===== config.mk =====
export PLATFORM = sky130hd
export DESIGN_NAME = pcie_dma_desc_issuer
export DESIGN_NICKNAME = d
export VERILOG_FILES = /design/src/rtl/pcie_dma_desc_issuer_pkg.sv /design/src/rtl/pcie_dma_desc_issuer_fifo.sv /design/src/rtl/pcie_dma_desc_issuer.sv
export SDC_FILE = /design/constraint.sdc
export NUM_CORES = 1
export LEC_CHECK = 0
export CAP_MARGIN = 20
export CORE_UTILIZATION = 55
export DETAILED_ROUTE_END_ITERATION = 16
export GPL_TIMING_DRIVEN = 0
export HOLD_SLACK_MARGIN = 0.1
export PLACE_DENSITY = 0.87
export SLEW_MARGIN = 20
export SYNTH_ARGS = -nofsm -noshare
export SYNTH_HDL_FRONTEND = slang
export SYNTH_SLANG_ARGS = --single-unit

===== constraint.sdc =====
create_clock -name clk -period 9.94 [get_ports clk]
set_input_delay 1.491 -clock clk [delete_from_list [all_inputs] [get_ports clk]]
set_output_delay 1.491 -clock clk [all_outputs]
set_load 0.02 [all_outputs]

===== src/rtl/pcie_dma_desc_issuer_pkg.sv =====
// Shared constants for the DMA descriptor issuer.
// Completion records are packed as {cookie, error}.
package pcie_dma_desc_issuer_pkg;

    localparam int         ERR_WIDTH   = 4;
    localparam logic [3:0] ERR_OK      = 4'h0;
    localparam logic [3:0] ERR_BAD_LEN = 4'hE;

endpackage


===== src/rtl/pcie_dma_desc_issuer_fifo.sv =====
// Completion FIFO: record in data, owning tag in user.
// No s_ready: the issuer never holds more records than DEPTH.
module pcie_dma_desc_issuer_fifo #(
    parameter int DEPTH  = 16,
    parameter int DATA_W = 20,
    parameter int USER_W = 4
) (
    input  logic              clk,
    input  logic              rst,
    input  logic [DATA_W-1:0] s_data,
    input  logic [USER_W-1:0] s_user,
    input  logic              s_valid,
    output logic [DATA_W-1:0] m_data,
    output logic [USER_W-1:0] m_user,
    output logic              m_valid,
    input  logic              m_ready
);

    localparam int AW = (DEPTH > 1) ? $clog2(DEPTH) : 1;
    localparam int CW = $clog2(DEPTH + 1);

    logic [DATA_W+USER_W-1:0] mem [DEPTH];
    logic [AW-1:0]            wr_ptr;
    logic [AW-1:0]            rd_ptr;
    logic [CW-1:0]            count;
    logic                     pop;

    function automatic logic [AW-1:0] nxt(input logic [AW-1:0] p);
        return (p == AW'(DEPTH - 1)) ? '0 : p + AW'(1);
    endfunction

    assign m_valid          = (count != '0);
    assign pop              = m_valid && m_ready;
    assign {m_data, m_user} = m_valid ? mem[rd_ptr] : '0;

    always_ff @(posedge clk) begin
        if (rst) begin
            wr_ptr <= '0;
            rd_ptr <= '0;
            count  <= '0;
        end else begin
            if (s_valid) wr_ptr <= nxt(wr_ptr);
            if (pop)     rd_ptr <= nxt(rd_ptr);
            count <= count + CW'(s_valid) - CW'(pop);
        end
    end

    always_ff @(posedge clk) begin
        if (s_valid) mem[wr_ptr] <= {s_data, s_user};
    end

endmodule


===== src/rtl/pcie_dma_desc_issuer.sv =====
// One-direction DMA descriptor issuer: tag allocation,
// descriptor issue, status-to-cookie matching and completions.
module pcie_dma_desc_issuer
    import pcie_dma_desc_issuer_pkg::*;
#(
    parameter int PCIE_ADDR_WIDTH = 64,
    parameter int AXI_ADDR_WIDTH  = 48,
    parameter int LEN_WIDTH       = 16,
    parameter int DMA_TAG_WIDTH   = 8,
    parameter int TAG_COUNT       = 16,
    parameter int COOKIE_WIDTH    = 16,
    parameter int MAX_LEN         = 4096
) (
    input  logic                          clk,
    input  logic                          rst,
    input  logic [PCIE_ADDR_WIDTH-1:0]    req_pcie_addr,
    input  logic [AXI_ADDR_WIDTH-1:0]     req_axi_addr,
    input  logic [LEN_WIDTH-1:0]          req_len,
    input  logic [COOKIE_WIDTH-1:0]       req_cookie,
    input  logic                          req_valid,
    output logic                          req_ready,
    output logic [PCIE_ADDR_WIDTH-1:0]    m_desc_pcie_addr,
    output logic [AXI_ADDR_WIDTH-1:0]     m_desc_axi_addr,
    output logic [LEN_WIDTH-1:0]          m_desc_len,
    output logic [DMA_TAG_WIDTH-1:0]      m_desc_tag,
    output logic                          m_desc_valid,
    input  logic                          m_desc_ready,
    input  logic [DMA_TAG_WIDTH-1:0]      s_status_tag,
    input  logic [ERR_WIDTH-1:0]          s_status_error,
    input  logic                          s_status_valid,
    output logic [COOKIE_WIDTH-1:0]       cmp_cookie,
    output logic [ERR_WIDTH-1:0]          cmp_error,
    output logic                          cmp_valid,
    input  logic                          cmp_ready,
    output logic [$clog2(TAG_COUNT+1)-1:0] outstanding,
    output logic                          stat_spurious
);

    localparam int TW = $clog2(TAG_COUNT);
    localparam int OW = $clog2(TAG_COUNT + 1);
    localparam int RW = COOKIE_WIDTH + ERR_WIDTH;
    localparam logic [LEN_WIDTH-1:0]   MAX_L   = LEN_WIDTH'(MAX_LEN);
    localparam logic [DMA_TAG_WIDTH:0] TAG_LIM = (DMA_TAG_WIDTH + 1)'(TAG_COUNT);

    // pend: a completion record for this tag is queued or in flight
    logic [TAG_COUNT-1:0]    busy;
    logic [TAG_COUNT-1:0]    pend;
    logic [COOKIE_WIDTH-1:0] cookie_mem [TAG_COUNT];

    logic          free_any;
    logic [TW-1:0] free_idx;
    logic          len_bad;
    logic [TW-1:0] st_idx;
    logic          st_ok;
    logic          acc;
    logic          pop;
    logic          push_valid;
    logic [RW-1:0] push_data;
    logic [TW-1:0] push_tag;
    logic [RW-1:0] cmp_rec;
    logic [TW-1:0] pop_tag;

    always_comb begin
        free_any = 1'b0;
        free_idx = '0;
        for (int i = TAG_COUNT - 1; i >= 0; i--) begin
            if (!busy[i]) begin
                free_any = 1'b1;
                free_idx = TW'(i);
            end
        end
    end

    assign len_bad = (req_len == '0) || (req_len > MAX_L);
    assign st_idx  = s_status_tag[TW-1:0];
    assign st_ok   = s_status_valid && ({1'b0, s_status_tag} < TAG_LIM) &&
                     busy[st_idx] && !pend[st_idx];

    // a reject waits out a status cycle so the push slot is never shared
    assign req_ready = !rst && free_any &&
                       (!m_desc_valid || m_desc_ready) &&
                       !(len_bad && s_status_valid);
    assign acc = req_valid && req_ready;
    assign pop = cmp_valid && cmp_ready;

    always_ff @(posedge clk) begin
        if (rst) begin
            busy             <= '0;
            pend             <= '0;
            push_valid       <= 1'b0;
            push_data        <= '0;
            push_tag         <= '0;
            stat_spurious    <= 1'b0;
            outstanding      <= '0;
            m_desc_valid     <= 1'b0;
            m_desc_pcie_addr <= '0;
            m_desc_axi_addr  <= '0;
            m_desc_len       <= '0;
            m_desc_tag       <= '0;
        end else begin
            stat_spurious <= s_status_valid && !st_ok;
            push_valid    <= st_ok || (acc && len_bad);
            if (st_ok) begin
                push_data    <= {cookie_mem[st_idx], s_status_error};
                push_tag     <= st_idx;
                pend[st_idx] <= 1'b1;
            end else if (acc && len_bad) begin
                push_data <= {req_cookie, ERR_BAD_LEN};
                push_tag  <= free_idx;
            end
            if (pop) begin
                busy[pop_tag] <= 1'b0;
                pend[pop_tag] <= 1'b0;
            end
            if (acc) begin
                busy[free_idx] <= 1'b1;
                pend[free_idx] <= len_bad;
            end
            outstanding <= outstanding + OW'(acc) - OW'(pop);
            if (acc && !len_bad) begin
                m_desc_valid     <= 1'b1;
                m_desc_pcie_addr <= req_pcie_addr;
                m_desc_axi_addr  <= req_axi_addr;
                m_desc_len       <= req_len;
                m_desc_tag       <= DMA_TAG_WIDTH'(free_idx);
            end else if (m_desc_ready) begin
                m_desc_valid <= 1'b0;
            end
        end
    end

    always_ff @(posedge clk) begin
        if (acc) cookie_mem[free_idx] <= req_cookie;
    end

    pcie_dma_desc_issuer_fifo #(
        .DEPTH  (TAG_COUNT),
        .DATA_W (RW),
        .USER_W (TW)
    ) u_cmp_fifo (
        .clk     (clk),
        .rst     (rst),
        .s_data  (push_data),
        .s_user  (push_tag),
        .s_valid (push_valid),
        .m_data  (cmp_rec),
        .m_user  (pop_tag),
        .m_valid (cmp_valid),
        .m_ready (cmp_ready)
    );

    assign cmp_cookie = cmp_rec[RW-1:ERR_WIDTH];
    assign cmp_error  = cmp_rec[ERR_WIDTH-1:0];

endmodule


==> results of run 1 <==
-- area by class of cell --
type | instances | area, um2
Sequential cell | 853 | 23480
Fill cell | 3688 | 18700
Multi-Input combinational cell | 1060 | 9144
Timing Repair Buffer | 341 | 3568
Clock buffer | 110 | 2281
Tap cell | 773 | 967.2
Buffer | 123 | 528.0
Clock inverter | 43 | 444.2
Inverter | 32 | 120.1
Antenna cell | 2 | 5.005
-- worst min-delay path by stage --
stage	depth (start not counted)	end	slack (ps)	from
2_1_floorplan	2	busy[6]	460	busy[6]
3_3_place_gp	2	m_desc_len[4]	440	m_desc_len[4]
3_5_place_dp	2	m_desc_axi_addr[23]	450	m_desc_axi_addr[23]
4_1_cts	2	m_desc_axi_addr[23]	450	m_desc_axi_addr[23]
5_1_grt	2	m_desc_pcie_addr[17]	470	m_desc_pcie_addr[17]
6_report	2	m_desc_pcie_addr[7]	450	m_desc_pcie_addr[7]
-- logic make-up after synthesis --
| group | Yosys count |
|---|---|
| other | 1 |
| AND/OR/NAND/NOR | 540 |
| XOR/XNOR | 9 |
| multiplexers | 225 |
| AO/OA/AOI/OAI | 264 |
| buffers and inverters | 155 |
| flip-flops | 853 |
| adder cells (fa/ha/maj) | 18 |
-- state kept, by name, indices dropped and copies added, names as in the netlist, 5 cells and up, named ones only --
register and count:
u_cmp_fifo.count 5, m_desc_axi_addr 48, busy 16, u_cmp_fifo.mem 384
cookie_mem 256, pend 16, outstanding 5, m_desc_pcie_addr 64
m_desc_len 16, push_data 20
-- worst register-to-register path: stages (launching register included) --
cell and delay (ps):
dfxtp_1 320, inv_1 80, ha_1 150, nor4b_1 660, inv_1 380, nand2_1 300
inv_1 180, ha_1 320, inv_1 40, ha_1 200, inv_1 90, fa_1 220
inv_1 50, a21oi_1 150, nor2_1 80, or3_1 340, a21oi_1 150
-- cell usage after synthesis (17+ instances only) --
library cell	count	area share (%)
inv_1	32	0.36
clkbuf_1	85	0.96
buf_2	26	0.39
edfxtp_1	640	58
mux4_2	194	13
and2_1	38	0.72
a311oi_1	17	0.45
nand2_1	324	3.7
mux2i_1	24	0.72
nor2_1	74	0.84
dfxtp_1	213	13
a21oi_1	168	2.5
-- per-layer routing --
| layer | GRT usage, % | share of wire [%] | up-vias |
|---|---|---|---|
| met2 | 51.31 | 50 | 1340 |
| met5 | 0 | 0.012 | - |
| met4 | 16.89 | 5.4 | 2 |
| li1 | - | - | 8771 |
| met3 | 6.920 | 8.9 | 333 |
| met1 | 36.97 | 35 | 10510 |
-- through the flow --
step	util, %	power (uW)
finish	68.43	8232
floorplan	-	4645
CTS	68.42	8241
global route	68.43	8454
detailed placement	63.82	5095
global placement	63.01	5049
-- power groups by stage --
stage / logic [uW] / clock network, uW / registers [uW]
floorplan: 674 / 0 / 3970
global placement: 1080 / 0 / 3970
detailed placement: 1120 / 0 / 3970
CTS: 1140 / 3200 / 3900
global route: 1210 / 3350 / 3900
finish: 1140 / 3190 / 3900
==> flow_summary.ini, run 1 <==
[clock_tree]
post-cts-setup-buffers = 0
clk_latency_ps = 650
h-tree-depth = 3
cts.repair.resized = 0
cts_tree = done
cts_root_buffer = clkbuf_16
clk_pin_slew_ps = 60
cts_hold_buf = 0
clockBufferDepth = 3
clock-sinks = 853
cts_buffers = 84

[worst_hold_path]
hold_class = reg -> reg

[global_routing]
grt.total_usage_pct = 30.65
antenna_found_initial = 4
grt_max_degree = 25
grt_pass1_vias = 21740
grt_pass1_wl_mm = 135.4
overflow = 0

[power_and_ir_drop]
p_clk_share_pct = 38.8
powerDensity_nw_per_um2 = 203.1
pwr-share-seq_pct = 47.3
p_switching_uw = 2029
combPwrFrac_pct = 13.9
leakagePower_uw = 0.01317
internal-power_uw = 6203
peakVddDrop_mv = 0.1464
p_sw_share_pct = 24.65

[timing]
fin_tns_setup_ps = 0
hold_viol_final = 0
fin_crit_sh_pct = 59.12
max_freq_ghz = 0.1702
rsz0062_at_grt = no
setup_viol = 0
holdWs_ps = 453.2
slew_headroom_pct = 23.49
worstMarginPinSlew_ps = 1119
finClkSkew_ps = 33.66
postLayoutSetupSlackWorst_ps = 4063
post-route-min-period_ps = 5877
maxSlewViolCount = 0

[worst_setup_path]
worst-path-max-fanout = 10
critical_path_arrival_ps = 4390
crit_required_ps = 8450
crit_cells = 8
regToRegStartpoint = u_cmp_fifo.count[2]
slowest_delay_ps = 740
start_kind = flop
ff2ff_setup_slack_ps = 6160
r2r_cells = 16
rr_endpoint = u_cmp_fifo.count[4]
timing.critical_path.to = cmp_cookie[5]
worst-path-buf-inv = 5
worst-setup-path-type = reg -> out
end_kind = output port
crit_family = buffers and inverters
path_cells = buf_2 -> buf_2 -> clkbuf_1 -> clkbuf_1 -> mux4_2 -> mux4_2 -> and2_1 -> clkdlybuf4s50_1
crit_slowest_cell = clkbuf_1

[synth]
synth_compound_area_share_pct = 4.845
ys_seq_elements = 853
synth_edf_count = 640
synth-async-reset-ratio_pct = 0
syn_area_um2 = 33160
synthFlopType = edfxtp_1
synth_top_family_by_area = multiplexers
synth_simple_gate_area_share_pct = 7.268
yosysUniqueCellTypes = 67
syn_avg_cell_area_um2 = 16.06
postSynthCellCount = 2065
ys.warnings.count = 0
synth-seq-area-share_pct = 70.82
synthAdderAreaFrac_pct = 0.7245
synth-xor-area-share_pct = 0.2377
muxShareOfSynthArea_pct = 14.14

[placed_design]
place_inst = 3182
port_buffers = 319
preCtsSetupSlack_ps = 4112
routabilityCongestion = 0.9151
post_dp_cell_area_um2 = 37810
dp_hpwl_mm = 60.86

[die]
dieArea_um2 = 61270
rows = 89
die_w_um = 247.5
die_y_um = 247.5
start_util_pct = 55.97
coreArea_um2 = 59240
pin_count = 327

[final_layout]
final_common_cell = edfxtp_1
drive_above_1_share_pct = 16.43
fin_cells = 3337
final_nets = 2675
syn2layout_area_growth_pct = 22.26
finalInstanceArea_um2 = 40540
final_cell_mix = edfxtp_1 (640), nand2_1 (324), clkdlybuf4s50_1 (319)

[drt]
ant_nets = 0
first_iter_violations = 2155
num_vias = 20950
totalWireLength_mm = 93.82
remaining_drc_errors = 0
wl_per_cell_um = 28.11
viasPerCell = 6.279
dr.pass1.iters = 8

[status]
status = finished clean

[job]
max-cap-violations = 0
(Power assumes the default switching activity.)
==> inputs of run 2 (changes only) <==
--- a/config.mk
+++ b/config.mk
@@ -6,11 +6,11 @@
 export NUM_CORES = 1
 export LEC_CHECK = 0
 export CAP_MARGIN = 20
-export CORE_UTILIZATION = 55
+export CORE_UTILIZATION = 51
 export DETAILED_ROUTE_END_ITERATION = 16
 export GPL_TIMING_DRIVEN = 0
 export HOLD_SLACK_MARGIN = 0.1
-export PLACE_DENSITY = 0.87
+export PLACE_DENSITY = 0.85
 export SLEW_MARGIN = 20
 export SYNTH_ARGS = -nofsm -noshare
 export SYNTH_HDL_FRONTEND = slang
==> constraint.sdc (replaced) <==
create_clock -name clk -period 5.1 [get_ports clk]
set_input_delay 0.765 -clock clk [delete_from_list [all_inputs] [get_ports clk]]
set_output_delay 0.765 -clock clk [all_outputs]
set_load 0.02 [all_outputs]
==> run 2 against run 1 <==
Die area up 7.8%. Core utilization down 4.9 points. Combinational power up 95%. Register-to-register slack worse by 4700 ps. Global-route usage down 2.0 points. Sequential cell count unchanged. Cell count up 2.7%. First-iteration DRC count up 9.2%. Critical endpoint is now cmp_cookie[15]. Hold slack worse by 0.97 ps. Largest cell class unchanged. Clock skew up 4.8 ps. Largest power group unchanged. Via count about the same.
==> flow_summary.ini, run 2 (synthesized netlist as in run 1, its figures left out) <==
[timing]
max_freq_ghz = 0.2003
rsz0062_at_grt = no
worstMarginPinSlew_ps = 1012
maxSlewViolCount = 0
holdWs_ps = 452.2
hold_viol_final = 0
fin_crit_sh_pct = 97.89
setup_viol = 0
finClkSkew_ps = 38.42
slew_headroom_pct = 32.49
post-route-min-period_ps = 4992

[global_routing]
grt_pass1_vias = 21310
antenna_found_initial = 5
grt_busiest_layer = met2
gr-usage-met3_pct = 5.280
overflow = 0
met2_usage_pct = 47.87
grt.met1_usage_pct = 36.75
grt_pass1_wl_mm = 138.0
grt.total_usage_pct = 28.61
grt_max_degree = 25

[worst_setup_path]
crit_slowest_cell = clkbuf_1
worst-path-max-fanout = 10
slowest_delay_ps = 680
start_kind = flop
path_cells = buf_2 -> buf_2 -> clkbuf_1 -> clkbuf_1 -> mux4_2 -> mux4_2 -> and2_1 -> clkdlybuf4s50_1
critical_path_arrival_ps = 4230
end_kind = output port
worst-setup-path-type = reg -> out
crit_required_ps = 4340

[drt]
remaining_drc_errors = 0
totalWireLength_mm = 94.53
wl_per_cell_um = 27.59
dr.pass1.iters = 6
num_vias = 20950
first_iter_violations = 2354
ant_nets = 0
viasPerCell = 6.112

[final_layout]
final_cell_mix = edfxtp_1 (640), nand2_1 (324), clkdlybuf4s50_1 (319)
syn2layout_area_growth_pct = 23.20
top_register = u_cmp_fifo.mem
drive_above_1_share_pct = 17.02
final_common_cell = edfxtp_1
final_nets = 2678
fin_cells = 3427
finalInstanceArea_um2 = 40850
largest_reg_flops = 384
nFillCells = 4320
fin_util_pct = 63.48
top_regs = u_cmp_fifo.mem x384, cookie_mem x256, m_desc_pcie_addr x64

[power_and_ir_drop]
leakagePower_uw = 0.01329
powerDensity_nw_per_um2 = 398.2
p_total_uw = 16270
peakVddDrop_mv = 0.3052

[job]
max-cap-violations = 0

[clock_tree]
clk_pin_slew_ps = 60
cts_hold_buf = 0
post-cts-setup-buffers = 0
clockBufferDepth = 3
h-tree-depth = 3
clock-sinks = 853
clk_latency_ps = 650
cts_buffers = 86
cts_tree = done
cts_root_buffer = clkbuf_16

[placed_design]
post_dp_cell_area_um2 = 37940
place_inst = 3265
port_buffers = 319
dp_hpwl_mm = 62.58
routabilityCongestion = 1.005

[die]
start_util_pct = 51.53
die_w_um = 257.0
pin_count = 327
die_y_um = 257.0
coreArea_um2 = 64350
rows = 93
dieArea_um2 = 66040

[worst_hold_path]
hold_class = reg -> reg

[status]
status = finished clean
run 2: report_power, final:
group          leakage [uW]  internal [uW]  switching (uW)
logic               0.00425           1050            1170
registers           0.00761           7510            88.0
clock network       0.00142           3740            2710
total                0.0133          12300            3970
run 2: worst paths after layout:
kind                   startpoint              endpoint  slack, ps  cells past startpoint
max                          flop        cmp_cookie[15]        110                      8
min          m_desc_pcie_addr[42]  m_desc_pcie_addr[42]        450                      2
max reg2reg   u_cmp_fifo.count[2]        outstanding[4]       1480                     14
min reg2reg  m_desc_pcie_addr[42]  m_desc_pcie_addr[42]        450                      2
run 2: layout make-up:
| class | instances | area, um2 | share of cell area, % |
|---|---|---|---|
| well taps | 855 | 1070 | 2.619 |
| inverters | 32 | 120.1 | 0.2940 |
| clock inverters | 48 | 541.8 | 1.326 |
| clock buffers | 109 | 2350 | 5.752 |
| multi-input cells | 1060 | 9139 | 22.37 |
| plain buffers | 123 | 536.8 | 1.314 |
| repair buffers | 342 | 3598 | 8.809 |
| diodes | 5 | 12.51 | 0.03063 |
| flip-flops and latches | 853 | 23480 | 57.48 |
run 2: layer usage:
layer	vias to the layer above	part of all wire (%)	routed length [um]
li1	8796	-	-
met1	10630	37	35250
met2	1273	50	47080
met3	244	9.0	8468
met4	2	3.9	3723
met5	-	0.014	13
run 2: worst max-delay path: cells and delay by family, from the launching register on:
family	cells	cell delay [ps]
buffers and inverters	5	2160
flip-flops	1	310
multiplexers	2	940
AND/OR/NAND/NOR	1	180
run 2: timing repair:
action	CTS	global route
resized for setup	1	12
gates cloned	0	0
setup endpoints to repair	1	16
run 2: metrics by stage:
step	setup slack, ps	TNS (ps)
global placement	-805.5	-49450
global route	25.04	0
finish	107.7	0
floorplan	1336	0
CTS	1.240	0
detailed placement	630.6	0
==> inputs of run 3 (changes only) <==
--- a/config.mk
+++ b/config.mk
@@ -11,7 +11,6 @@
 export GPL_TIMING_DRIVEN = 0
 export HOLD_SLACK_MARGIN = 0.1
 export PLACE_DENSITY = 0.85
-export SLEW_MARGIN = 20
 export SYNTH_ARGS = -nofsm -noshare
 export SYNTH_HDL_FRONTEND = slang
 export SYNTH_SLANG_ARGS = --single-unit
==> run 3 against run 2 <==
Register-to-register slack worse by 20 ps. Die area stayed put. Hold slack better by 2.0 ps.
==> flow_summary.ini, run 3 (synthesized netlist as in run 1, its figures left out) <==
[placed_design]
dp_hpwl_mm = 62.46
port_buffers = 319
routabilityCongestion = 1.005

[worst_hold_path]
hold_class = reg -> reg

[worst_setup_path]
rr_endpoint = outstanding[4]
ff2ff_setup_slack_ps = 1460
end_kind = output port
worst-path-max-fanout = 10
regToRegStartpoint = u_cmp_fifo.count[3]
crit_required_ps = 4340
worst-setup-path-type = reg -> out
r2r_cells = 14
start_kind = flop
timing.critical_path.to = cmp_cookie[15]
critical_path_arrival_ps = 4130

[clock_tree]
cts_tree = done
cts_hold_buf = 0
clock-sinks = 853
clk_latency_ps = 650
clockBufferDepth = 3
clk_pin_slew_ps = 60
cts_buffers = 84
cts_root_buffer = clkbuf_16
post-cts-setup-buffers = 0
h-tree-depth = 3

[timing]
finClkSkew_ps = 36.67
slew_headroom_pct = 28.00
worstMarginPinSlew_ps = 1080
hold_viol_final = 0
setup_viol = 0
max_freq_ghz = 0.2041
maxSlewViolCount = 0
fin_crit_sh_pct = 96.06
rsz0062_at_grt = no
holdWs_ps = 454.2
post-route-min-period_ps = 4899

[final_layout]
largest_reg_flops = 384
top_regs = u_cmp_fifo.mem x384, cookie_mem x256, m_desc_pcie_addr x64
syn2layout_area_growth_pct = 22.72
top_register = u_cmp_fifo.mem
final_cell_mix = edfxtp_1 (640), nand2_1 (324), clkdlybuf4s50_1 (319)
final_nets = 2674
nFillCells = 4343
final_common_cell = edfxtp_1
drive_above_1_share_pct = 16.76

[die]
dieArea_um2 = 66040
die_y_um = 257.0
die_w_um = 257.0
start_util_pct = 51.53
pin_count = 327
rows = 93
coreArea_um2 = 64350

[drt]
wl_per_cell_um = 27.38
ant_nets = 0
viasPerCell = 6.049
remaining_drc_errors = 0
first_iter_violations = 2182
totalWireLength_mm = 93.71
dr.pass1.iters = 6
num_vias = 20710

[power_and_ir_drop]
leakagePower_uw = 0.01321
peakVddDrop_mv = 0.3840
powerDensity_nw_per_um2 = 396.5
p_total_uw = 16140

[global_routing]
grt.met1_usage_pct = 36.05
grt_pass1_wl_mm = 137.1
grt.total_usage_pct = 28.41
met2_usage_pct = 47.63
antenna_found_initial = 7
grt_max_degree = 25
grt_busiest_layer = met2
grt_pass1_vias = 21330
gr-usage-met3_pct = 5.368
overflow = 0

[status]
status = finished clean

[job]
max-cap-violations = 0
run 3: per-layer routing:
metal | wire, um | part of all wire [%]
met3 | 7851 | 8.4
met2 | 46620 | 50
met1 | 35200 | 38
met5 | 8 | 0.0085
met4 | 4024 | 4.3
run 3: layout make-up:
| type | instances | area, um2 | area share [%] |
|---|---|---|---|
| inverters | 32 | 120.1 | 0.2952 |
| well taps | 855 | 1070 | 2.629 |
| plain buffers | 123 | 538.0 | 1.322 |
| clock inverters | 43 | 514.2 | 1.264 |
| clock buffers | 114 | 2306 | 5.667 |
| repair buffers | 340 | 3550 | 8.723 |
| diodes | 3 | 7.507 | 0.01845 |
| multi-input cells | 1060 | 9104 | 22.37 |
| flip-flops and latches | 853 | 23480 | 57.71 |
run 3: power by group:
| group | leakage [uW] | total (uW) | switching (uW) | internal, uW |
|---|---|---|---|---|
| sequential | 0.00761 | 7600 | 86.9 | 7510 |
| clock | 0.00137 | 6330 | 2710 | 3620 |
| combinational | 0.00423 | 2210 | 1170 | 1050 |
| total | 0.0132 | 16100 | 3960 | 12200 |
run 3: how the worst min path moves through the flow:
stage                         start              endpoint  slack [ps]  depth (start not counted)
2_1_floorplan               busy[6]               busy[6]         460                          2
3_3_place_gp          m_desc_len[9]         m_desc_len[9]         440                          2
3_5_place_dp   m_desc_pcie_addr[21]  m_desc_pcie_addr[21]         450                          2
4_1_cts        m_desc_pcie_addr[21]  m_desc_pcie_addr[21]         450                          2
5_1_grt               m_desc_tag[2]         m_desc_tag[2]         470                          2
6_report       m_desc_pcie_addr[21]  m_desc_pcie_addr[21]         450                          2
run 3: what timing repair did:
item,in CTS,in global routing
resized for setup,1,14
setup endpoints to repair,6,20
pin swaps,0,0
run 3: worst max-delay path: stages (launching register included):
cell and delay [ps]:
dfxtp_1 300, buf_2 230, buf_2 320, clkbuf_1 500, clkbuf_2 500, mux4_2 390, mux4_2 520, and2_1 190
clkdlybuf4s50_1 530
run 3: through the flow:
stage                     setup WS, ps  TNS, ps  area (um2)  std cells  util, %
after floorplan                   1336        0       33170       2068        -
after global placement          -805.5   -49450       37430       3242    58.17
after detailed placement         678.4        0       37840       3262    58.80
after CTS                        12.00        0       40660       3419    63.19
after global routing             64.55        0       40690       3423    63.24
final                            201.1        0       40690       3423    63.24
